===== src/rtl/m_led_pulser_pkg.sv =====
// Shared front-panel definitions: LED pulser FSM encoding and default tick lengths.
package m_led_pulser_pkg;

  typedef enum logic [1:0] {
    ST_IDLE = 2'b00,
    ST_ON   = 2'b01,
    ST_OFF  = 2'b10
  } led_state_t;

  localparam int DEF_ON_TICKS   = 4;
  localparam int DEF_OFF_TICKS  = 4;
  localparam int DEF_CNTR_WIDTH = 4;
  localparam int DEF_PEND_WIDTH = 3;

endpackage


===== src/rtl/m_led_pulser_evt_sat_cnt.sv =====
// Saturating up/down event counter with a sticky overflow flag.
module m_evt_sat_cnt #(
  parameter int WIDTH = 3
) (
  input  logic             i_clk,
  input  logic             i_rst,
  input  logic             i_inc,
  input  logic             i_dec,
  output logic [WIDTH-1:0] o_count,
  output logic             o_nonzero,
  output logic             o_ovf
);

  logic [WIDTH-1:0] r_count;
  logic             r_ovf;

  always_ff @(posedge i_clk) begin
    if (i_rst) begin
      r_count <= '0;
      r_ovf   <= 1'b0;
    end else if (i_inc && !i_dec) begin
      // A full counter drops the event and remembers that it did.
      if (&r_count) r_ovf <= 1'b1;
      else          r_count <= r_count + 1'b1;
    end else if (i_dec && !i_inc && (r_count != '0)) begin
      r_count <= r_count - 1'b1;
    end
  end

  assign o_count   = r_count;
  assign o_nonzero = (r_count != '0);
  assign o_ovf     = r_ovf;

endmodule


===== src/rtl/m_led_pulser.sv =====
// LED pulser: stretches single-cycle event strobes into CE-timed blinks,
// queueing events that arrive mid-blink and replaying them one blink each.
module m_led_pulser
  import m_led_pulser_pkg::*;
#(
  parameter int ON_TICKS   = DEF_ON_TICKS,
  parameter int OFF_TICKS  = DEF_OFF_TICKS,
  parameter int CNTR_WIDTH = DEF_CNTR_WIDTH,
  parameter int PEND_WIDTH = DEF_PEND_WIDTH
) (
  input  logic                  CLK,
  input  logic                  RST,
  input  logic                  CE,
  input  logic                  EVT_IN,
  output logic                  LED_OUT,
  output logic                  BUSY,
  output logic [PEND_WIDTH-1:0] PEND_CNT,
  output logic                  OVF
);

  localparam logic [CNTR_WIDTH-1:0] ON_LAST  = CNTR_WIDTH'(ON_TICKS - 1);
  localparam logic [CNTR_WIDTH-1:0] OFF_LAST = CNTR_WIDTH'(OFF_TICKS - 1);

  led_state_t            r_state;
  logic [CNTR_WIDTH-1:0] r_timer;
  logic                  r_led;
  logic                  r_busy;

  logic                  w_idle;
  logic                  w_nonzero;
  logic                  w_deq;
  logic                  w_direct;
  logic                  w_enq;
  logic [PEND_WIDTH-1:0] w_count;
  logic                  w_ovf;

  // Queued events take priority; a fresh event is consumed directly only when
  // nothing is waiting, otherwise it joins the queue.
  assign w_idle   = (r_state == ST_IDLE);
  assign w_deq    = w_idle && w_nonzero;
  assign w_direct = w_idle && !w_nonzero && EVT_IN;
  assign w_enq    = EVT_IN && !w_direct;

  m_evt_sat_cnt #(
    .WIDTH(PEND_WIDTH)
  ) u_pend (
    .i_clk     (CLK),
    .i_rst     (RST),
    .i_inc     (w_enq),
    .i_dec     (w_deq),
    .o_count   (w_count),
    .o_nonzero (w_nonzero),
    .o_ovf     (w_ovf)
  );

  always_ff @(posedge CLK) begin
    if (RST) begin
      r_state <= ST_IDLE;
      r_timer <= '0;
      r_led   <= 1'b0;
      r_busy  <= 1'b0;
    end else begin
      case (r_state)
        ST_IDLE: begin
          if (w_nonzero || EVT_IN) begin
            r_state <= ST_ON;
            r_timer <= '0;
            r_led   <= 1'b1;
            r_busy  <= 1'b1;
          end
        end
        ST_ON: begin
          if (CE) begin
            if (r_timer == ON_LAST) begin
              r_state <= ST_OFF;
              r_timer <= '0;
              r_led   <= 1'b0;
            end else begin
              r_timer <= r_timer + 1'b1;
            end
          end
        end
        ST_OFF: begin
          if (CE) begin
            if (r_timer == OFF_LAST) begin
              r_state <= ST_IDLE;
              r_timer <= '0;
              r_busy  <= 1'b0;
            end else begin
              r_timer <= r_timer + 1'b1;
            end
          end
        end
        default: begin
          r_state <= ST_IDLE;
          r_timer <= '0;
          r_led   <= 1'b0;
          r_busy  <= 1'b0;
        end
      endcase
    end
  end

  assign LED_OUT  = r_led;
  assign BUSY     = r_busy;
  assign PEND_CNT = w_count;
  assign OVF      = w_ovf;

endmodule


===== config.mk =====
export PLATFORM = sky130hd
export DESIGN_NAME = m_led_pulser
export DESIGN_NICKNAME = d
export VERILOG_FILES = /design/src/rtl/m_led_pulser_pkg.sv /design/src/rtl/m_led_pulser_evt_sat_cnt.sv /design/src/rtl/m_led_pulser.sv
export SDC_FILE = /design/constraint.sdc
export NUM_CORES = 1
export LEC_CHECK = 0
export CELL_PAD_IN_SITES_DETAIL_PLACEMENT = 2
export CELL_PAD_IN_SITES_GLOBAL_PLACEMENT = 2
export CORE_UTILIZATION = 31
export CTS_CLUSTER_DIAMETER = 40
export DETAILED_ROUTE_END_ITERATION = 10
export PLACE_DENSITY_LB_ADDON = 0.1
export SYNTH_ARGS = -nofsm -noshare
export SYNTH_HDL_FRONTEND = slang
export SYNTH_SLANG_ARGS = --single-unit

===== constraint.sdc =====
create_clock -name CLK -period 2 [get_ports CLK]
set_input_delay 0.6 -clock CLK [delete_from_list [all_inputs] [get_ports CLK]]
set_output_delay 0.6 -clock CLK [all_outputs]
set_load 0.1 [all_outputs]

# After elaboration in Yosys (flattened, before gate mapping)

Index checks and enable logic that the tools add are counted.

Flip-flop bits (word level): 12
Bits of input ports: 4
Output and inout bits: 6
Word-level logic and storage cells: 62

$add $sub $neg: 3
Eq/ne operators: 10
Mux-type cells: 18
Bitwise operators: 2
Reductions and logical operators: 23

Operators by type and width:

| cell                  | number |
|---|---|
| $mux W4               | 3 |
| $reduce_and A4 Y1     | 3 |
| $mux W2               | 5 |
| $ne A2 B2 Y1 const B  | 5 |
| $mux W3               | 3 |
| $pmux W4 S2           | 1 |
| $logic_and A1 B1 Y1   | 7 |
| $pmux W1 S3           | 2 |
| $pmux W2 S3           | 1 |
| $reduce_and A5 Y1     | 1 |
| $add A4 B1 Y4 const B | 1 |
| $eq A4 B2 Y1 const B  | 1 |
| $logic_not A1 Y1      | 4 |
| $ne A2 B1 Y1 const B  | 2 |
| $reduce_and A2 Y1     | 2 |
| $add A3 B1 Y3 const B | 1 |
| $mux W1               | 3 |
| $reduce_and A3 Y1     | 1 |
| $reduce_bool A3 Y1    | 1 |
| $sub A3 B1 Y3 const B | 1 |
| $eq A2 B1 Y1 const B  | 1 |
| $eq A2 B2 Y1 const B  | 1 |
| $logic_not A2 Y1      | 1 |
| $not A1 Y1            | 2 |
| other kinds (3)       | 3 |

# Depth between registers and ports, before layout

Gate-level depths: netlist of the first run.

Depth in word-level cells: 11
Depth in mapped cells: 7
Gate-level depth less buffers: 7

# Cells and area by module

A second synthesis of the first run with hierarchy kept.

Cell total of the unflattened synthesis: 91
Area, all modules: 808.3 um2

Modules (own cells, without submodules):

| module        | times used | cells an instance | area each (um2) | seq. area each (um2) |
|---|---|---|---|---|
| m_led_pulser  | 1          | 56                | 529.3           | 160.2 |
| m_evt_sat_cnt | 1          | 35                | 279.0           | 80.1 |

# Worst setup path after synthesis of the first run

Ideal clock, no wire load.

Path kind: flip-flop to flip-flop
From: register u_pend.r_count[0], in the netlist u_pend.o_count[0]
To: register r_led, in the netlist LED_OUT
Setup time: 128 ps
Arrival: 1825 ps
Data required time: 1872 ps
Slack: 47 ps
Stages on the path, launching flop included: 5
Path buffers: 0
Clock period less this slack: 1953 ps
Path through: dfxtp_1 > nor3_2 > a221oi_1 > mux2i_1 > nor2_1

Cells in the longest elaborated chain, start to end: 4

Ends and longest elaborated chain:

| item                               | line                           | text |
|---|---|---|
| from (decl)                        | m_led_pulser_evt_sat_cnt.sv:14 | `logic [WIDTH-1:0] r_count;` |
| from (signal assigned)             | m_led_pulser_evt_sat_cnt.sv:24 | `else r_count <= r_count + 1'b1;` |
| from (signal assigned)             | m_led_pulser_evt_sat_cnt.sv:26 | `r_count <= r_count - 1'b1;` |
| $reduce_bool A3 Y1                 | m_led_pulser_evt_sat_cnt.sv:31 | `assign o_nonzero = (r_count != '0);` |
| $logic_or A1 B1 Y1                 | m_led_pulser.sv:65             | `if (w_nonzero \|\| EVT_IN) begin` |
| $ne A2 B1 Y1 (no source line)      | -                              |  |
| $reduce_and A4 Y1 (no source line) | -                              |  |
| to (signal assigned)               | m_led_pulser.sv:60             | `r_led <= 1'b0;` |
| to (signal assigned)               | m_led_pulser.sv:68             | `r_led <= 1'b1;` |
| to (signal assigned)               | m_led_pulser.sv:77             | `r_led <= 1'b0;` |
| to (decl)                          | m_led_pulser.sv:26             | `logic r_led;` |

No other way between the ends.
A chain may end at the register's enable or synchronous reset.

# Final worst setup path of the first run

From: register r_state[0]
To: register u_pend.r_count[2], in the netlist u_pend.o_count[2]

Cells in the longest elaborated chain, start to end: 10
Elaborated cells between the ends (all ways): 15
Classes of those cells: eq/ne (1); mux (1); reduce/logical (13)

Ends and longest elaborated chain:

| item                                | line                           | text |
|---|---|---|
| from (decl)                         | m_led_pulser.sv:24             | `led_state_t r_state;` |
| from (signal assigned)              | m_led_pulser.sv:58             | `r_state <= ST_IDLE;` |
| from (signal assigned)              | m_led_pulser.sv:66             | `r_state <= ST_ON;` |
| from (signal assigned)              | m_led_pulser.sv:75             | `r_state <= ST_OFF;` |
| $logic_not A2 Y1 *                  | m_led_pulser.sv:39             | `assign w_idle = (r_state == ST_IDLE);` |
| named net w_idle                    | m_led_pulser.sv:29             | `logic w_idle;` |
| $logic_and A1 B1 Y1 (2 in series)   | m_led_pulser.sv:41             | `assign w_direct = w_idle && !w_nonzero && EVT_IN;` |
| $logic_not A1 Y1                    | m_led_pulser.sv:42             | `assign w_enq = EVT_IN && !w_direct;` |
| $logic_and A1 B1 Y1                 | m_led_pulser.sv:42             |  |
| $logic_not A1 Y1                    | m_led_pulser_evt_sat_cnt.sv:25 | `end else if (i_dec && !i_inc && (r_count != '0)) begin` |
| $logic_and A1 B1 Y1 (2 in series)   | m_led_pulser_evt_sat_cnt.sv:25 |  |
| $reduce_bool A2 Y1 (no source line) | -                              |  |
| $reduce_and A2 Y1 (no source line)  | -                              |  |

Mark *: on every way through the listed nets, which the timed path passes. The rest lies on a longest branch.

==> impl_metrics.json, run 1 <==
{
  "dpl.hpwl_mm": 1.492,
  "power_uw": 1652,
  "hold_class": "reg2reg",
  "wl_per_cell_um": 16.67,
  "cts_root_buf": "clkbuf_4",
  "worstSetupPathType": "reg2reg",
  "grt_pass1_wl_mm": 3.367,
  "cts_tree": "built",
  "cell_internal_pwr_uw": 824.5,
  "pwr-share-comb": 0.666,
  "fin_area_um2": 929.6,
  "crit_fanout": 7,
  "setup_viol": 0,
  "rsz0062_at_grt": "false",
  "ys_ff_latch": 12,
  "cp-start-kind": "flip-flop",
  "ant_nets": 0,
  "dieArea_mm2": 0.002383,
  "irDropWorstVdd_mv": 0.9217,
  "syn-cell-area_um2": 679.4,
  "drt-initial-drc-count": 0,
  "worst_slew_pin_slew_ns": 0.4868,
  "p_sw_uw": 827.3,
  "numCtsBuffers": 3,
  "power_frac_seq": 0.239,
  "core_mm2": 0.002002,
  "fin_crit_sh": 0.9387,
  "die_w_um": 48.82,
  "synth_cells": 76,
  "vias_per_cell": 5.210,
  "cp-end-kind": "flip-flop",
  "grt_util_all_layers": 0.1942,
  "grt_start_max_net_pins": 13,
  "drive_above_1_share": 0.2283,
  "fin_worst_skew_ns": 0.002905,
  "outcome": "complete, no violations",
  "hold_viol_final": 0,
  "clock_path_buffers": 2,
  "required_ns": 2.21,
  "synth_nets": 86,
  "finalCriticalPeriod_ns": 1.877,
  "synth_area_per_cell_um2": 8.940,
  "portBuffers": 9,
  "drcViolationCount": 0,
  "r2r_slack_ns": 0.12,
  "hold_buffers": 0,
  "ys_types": 29,
  "clockPowerShare": 0.095,
  "drv_slew": 0,
  "maxCapViolations": 0,
  "switching_share": 0.5008,
  "leakage_uw": 0.0003735,
  "area_growth_pct": 36.83,
  "clock-sinks": 12,
  "grt_pass1_vias": 708,
  "drt_first_pass_iters": 1,
  "vias": 620,
  "powerDensity_mw_per_mm2": 1777,
  "place_congestion": 0.6961,
  "die_h_um": 48.82,
  "synth-seq-area-share": 0.3536,
  "start_util": 0.3394,
  "antenna_found_initial": 0,
  "rows": 16,
  "arrival_ns": 2.09,
  "wirelength_mm": 1.984,
  "boundaryPins": 10,
  "final.fill_count": 223,
  "cts_max_level": 1,
  "clk_pin_slew_ns": 0.08,
  "fin_nets": 104,
  "clk_latency_ns": 0.28,
  "num_antenna_cells": 0,
  "slew_headroom": 0.6744,
  "ys_warn_count": 0,
  "gr-total-overflow": 0,
  "clock.fmax_mhz": 532.7,
  "place_area_um2": 897.1
}
==> per-layer routing <==
layer | vias to the layer above | global-route usage | part of all wire | wire length, um
met2 | 7 | 0.3310 | 0.51 | 1012
met1 | 306 | 0.2291 | 0.45 | 897
met5 | - | 0 | 0 | 0
li1 | 305 | - | - | -
met3 | 2 | 0.06542 | 0.031 | 61
met4 | 0 | 0.05882 | 0.0066 | 13
==> cells by family after synthesis <==
| group | share of synthesized area |
|---|---|
| simple gates | 0.2302 |
| fa+ha+maj | 0.1215 |
| xor+xnor | 0.02579 |
| buf+inv | 0.03315 |
| compound gates | 0.1621 |
| mux | 0.07367 |
| flops | 0.3536 |
==> cells in the mapped netlist (all sizes together) <==
library cell | number | share of area
dfxtp | 12 | 0.35
nor2 | 9 | 0.050
a21oi | 7 | 0.052
ha | 5 | 0.092
inv | 5 | 0.028
mux2i | 5 | 0.074
nand2 | 3 | 0.017
nand4 | 3 | 0.028
o21ai | 3 | 0.022
or3 | 3 | 0.028
a221oi | 2 | 0.026
nand2b | 2 | 0.018
nand3 | 2 | 0.015
o22ai | 2 | 0.028
a21o | 1 | 0.011
a22o | 1 | 0.015
a31oi | 1 | 0.0092
and2 | 1 | 0.0092
and3 | 1 | 0.0092
clkbuf | 1 | 0.0055
fa | 1 | 0.029
nand4bb | 1 | 0.024
nor2b | 1 | 0.0092
nor3 | 1 | 0.015
or2 | 1 | 0.0092
xnor2 | 1 | 0.013
xor2 | 1 | 0.013
==> metrics by stage <==
step / utilization / worst slack, ns / hold slack [ns] / setup TNS (ns) / cells
2_1_floorplan: - / 0.04742 / 0.4489 / 0 / 76
5_1_grt: 0.4644 / 0.006894 / 0.5001 / 0 / 119
3_3_place_gp: 0.4481 / -0.06509 / 0.4663 / -0.1652 / 116
6_report: 0.4644 / 0.1227 / 0.4797 / 0 / 119
3_5_place_dp: 0.4481 / -0.1192 / 0.4742 / -0.5126 / 116
4_1_cts: 0.4594 / 0.09024 / 0.4874 / 0 / 119
==> sequential cells by signal (all words and copies together), names as in the netlist <==
signal	flops
r_state	2
BUSY	1
u_pend.o_count	3
r_timer	4
u_pend.o_ovf	1
LED_OUT	1
==> what timing repair did <==
item | in CTS | in global routing
setup buffers | 0 | 0
gates resized for setup | 0 | 2
setup endpoints to repair | 0 | 1
==> placed cells by master (no fill, tap or decap), types with 2 or more instances in the layout <==
cell type / n
nand2_1: 3
dfxtp_1: 12
nand2b_1: 2
nor2_1: 9
clkbuf_4: 3
buf_4: 5
mux2i_1: 5
or3_1: 3
inv_1: 5
nand4_1: 3
o21ai_0: 2
clkdlybuf4s50_1: 3
a221oi_1: 2
buf_12: 6
ha_1: 4
nand3_1: 2
a21oi_1: 7
==> path summary, 6_finish.rpt <==
check,cells past startpoint,end,startpoint
worst max-delay path,7,u_pend.o_count[2],r_state[0]
worst min-delay path,2,r_timer[1],r_timer[1]
worst max register to register,7,u_pend.o_count[2],r_state[0]
worst min register to register,2,r_timer[1],r_timer[1]
==> power by group through the flow <==
stage	logic, uW	registers, uW	clock network (uW)
2_1_floorplan	479	634	0
3_3_place_gp	1040	394	0
3_5_place_dp	1080	400	0
4_1_cts	1100	397	167
5_1_grt	1200	405	177
6_report	1100	395	156
==> worst max-delay path: stages, from the launching register on <==
cell,delay [ns]
dfxtp_1,0.40
inv_1,0.09
ha_2,0.24
nand2b_1,0.18
fa_1,0.42
xor2_2,0.20
a21o_1,0.18
a21oi_1,0.10
==> area by class of cell <==
class,instances,area (um2),area share
clock buffers,3,22.52,0.02423
inverters,5,18.77,0.02019
repair buffers,14,187.7,0.2019
flip-flops and latches,12,240.2,0.2584
well taps,27,33.78,0.03634
multi-input cells,58,426.7,0.4589
Note: power is estimated with default switching activity, not from simulation.
==> run 2, diff against run 1 <==
- CAP_MARGIN: not set -> 10
- CORE_MARGIN: not set -> 10
- CTS_CLUSTER_SIZE: not set -> 25
==> run 2 against run 1 <==
Maximum frequency grew 2.5%. Power is essentially flat. Sequential power decreased by 1%. Cell area rose by 0.40%. Combinational power is 4% lower. Register-to-register slack better by 0.05 ns. Sequential share of layout area shrank 0.10 points. First-iteration DRC count up 17. Flip-flop and latch count is the same. Critical path depth unchanged.
==> impl_metrics.json, run 2 (synthesis results as in run 1) <==
{
  "postLayoutSetupSlackWorst_ns": 0.1684,
  "worst_slew_pin_slew_ns": 0.4726,
  "grt_util_all_layers": 0.09561,
  "clockPowerShare": 0.124,
  "layout.cells.non_filler": 120,
  "place_congestion": 0.7027,
  "clock_path_buffers": 2,
  "gr-total-overflow": 0,
  "leakage_uw": 0.0003799,
  "grt_pass1_vias": 677,
  "switching_share": 0.4830,
  "crit_buf_inv": 1,
  "wirelength_mm": 1.796,
  "powerDensity_mw_per_mm2": 1770,
  "arrival_ns": 2.05,
  "pwr-share-comb": 0.640,
  "start_util": 0.3360,
  "vias": 609,
  "regMostFlops": "r_timer",
  "worstSetupPathType": "reg2reg",
  "cp-end-kind": "flip-flop",
  "hold_buffers": 0,
  "hold-worst-slack_ns": 0.4892,
  "cp_cell_sequence": "inv_1 -> ha_1 -> nand2b_1 -> fa_1 -> xor2_1 -> a21o_1 -> a21oi_1",
  "setup_viol": 0,
  "drt-initial-drc-count": 17,
  "r2r_start": "r_state[0]",
  "outcome": "complete, no violations",
  "hold_start": "r_timer[1]",
  "wl_per_cell_um": 14.97,
  "clock.fmax_mhz": 546.0,
  "crit_fanout": 5,
  "antenna_found_initial": 0,
  "final.fill_count": 219,
  "slowest_delay_ns": 0.40,
  "crit_slowest_cell": "dfxtp_1",
  "cts_max_level": 1,
  "ant_nets": 0,
  "fin_crit_sh": 0.9158,
  "cts_root_buf": "clkbuf_4",
  "grt_start_max_net_pins": 13,
  "largest_reg_flops": 4,
  "finalCriticalPeriod_ns": 1.832,
  "area_growth_pct": 37.38,
  "ctsResizeCount": 0,
  "layout_common_cells": "dfxtp_1 (12), nor2_1 (9), a21oi_1 (7), buf_12 (6)",
  "clock-sinks": 12,
  "required_ns": 2.22,
  "portBuffers": 9,
  "vias_per_cell": 5.075,
  "critPathTopFamily": "adder cells",
  "hold_viol_final": 0,
  "p_sw_uw": 798.0,
  "dieArea_mm2": 0.004464,
  "fin_nets": 104,
  "rows": 16,
  "fin_worst_skew_ns": 0.01275,
  "dp_cells": 116,
  "hold_class": "reg2reg",
  "cell_internal_pwr_uw": 854.2,
  "num_antenna_cells": 0,
  "drt_first_pass_iters": 3,
  "boundaryPins": 10,
  "final_common_cell": "dfxtp_1",
  "rsz0062_at_grt": "false",
  "numCtsBuffers": 3,
  "dpl.hpwl_mm": 1.413,
  "power_frac_seq": 0.236,
  "die_h_um": 66.82,
  "grt_pass1_wl_mm": 3.318,
  "slew_headroom": 0.6840,
  "clk_pin_slew_ns": 0.09,
  "cp-start-kind": "flip-flop",
  "post_cts_buffers": 0,
  "critPathLaunch": "r_state[0]",
  "irDropWorstVdd_mv": 0.8229,
  "maxCapViolations": 0,
  "post-place-ws_ns": -0.1342,
  "core_mm2": 0.002022,
  "drv_slew": 0,
  "cts_tree": "built",
  "clk_latency_ns": 0.28,
  "drcViolationCount": 0,
  "r2r_slack_ns": 0.17,
  "die_w_um": 66.82,
  "power_uw": 1652,
  "drive_above_1_share": 0.2151
}
==> run 2: power groups by stage <==
| stage | Sequential [uW] | Clock (uW) | Combinational (uW) |
|---|---|---|---|
| 6_report | 390 | 204 | 1060 |
| 3_5_place_dp | 397 | 0 | 1070 |
| 4_1_cts | 393 | 210 | 1080 |
| 5_1_grt | 406 | 225 | 1160 |
| 3_3_place_gp | 395 | 0 | 1040 |
| 2_1_floorplan | 634 | 0 | 479 |
==> run 2: per-layer routing <==
| layer | GRT usage | share of wire | vias up |
|---|---|---|---|
| li1 | - | - | 303 |
| met1 | 0.1127 | 0.44 | 292 |
| met2 | 0.1528 | 0.49 | 10 |
| met3 | 0.03344 | 0.052 | 4 |
| met4 | 0.03927 | 0.013 | 0 |
| met5 | 0 | 0 | - |
==> run 2: per-stage QoR <==
stage	TNS [ns]	utilization	instance area (um2)
4_1_cts	0	0.4616	933.4
3_3_place_gp	-0.3049	0.4437	897.1
3_5_place_dp	-0.6947	0.4437	897.1
5_1_grt	0	0.4616	933.4
2_1_floorplan	0	-	679.4
6_report	0	0.4616	933.4
==> run 2: path summary, 6_finish.rpt <==
path                             to  cells after the start
setup / recovery  u_pend.o_count[2]                      7
hold / removal           r_timer[1]                      2
setup reg to reg  u_pend.o_count[2]                      7
hold reg to reg          r_timer[1]                      2
==> run 2: layout make-up <==
type                    instances  area, um2  share of cell area
inverters                       5      18.77             0.02011
flip-flops and latches         12      240.2              0.2574
multi-input cells              58      416.7              0.4464
clock buffers                   4      36.28             0.03887
repair buffers                 14      187.7              0.2011
well taps                      27      33.78             0.03619
==> run 2: worst min-delay path, cell delays in order (launching register included) <==
cell and delay [ns]:
dfxtp_1 0.33, nand2_1 0.06, a21oi_1 0.05
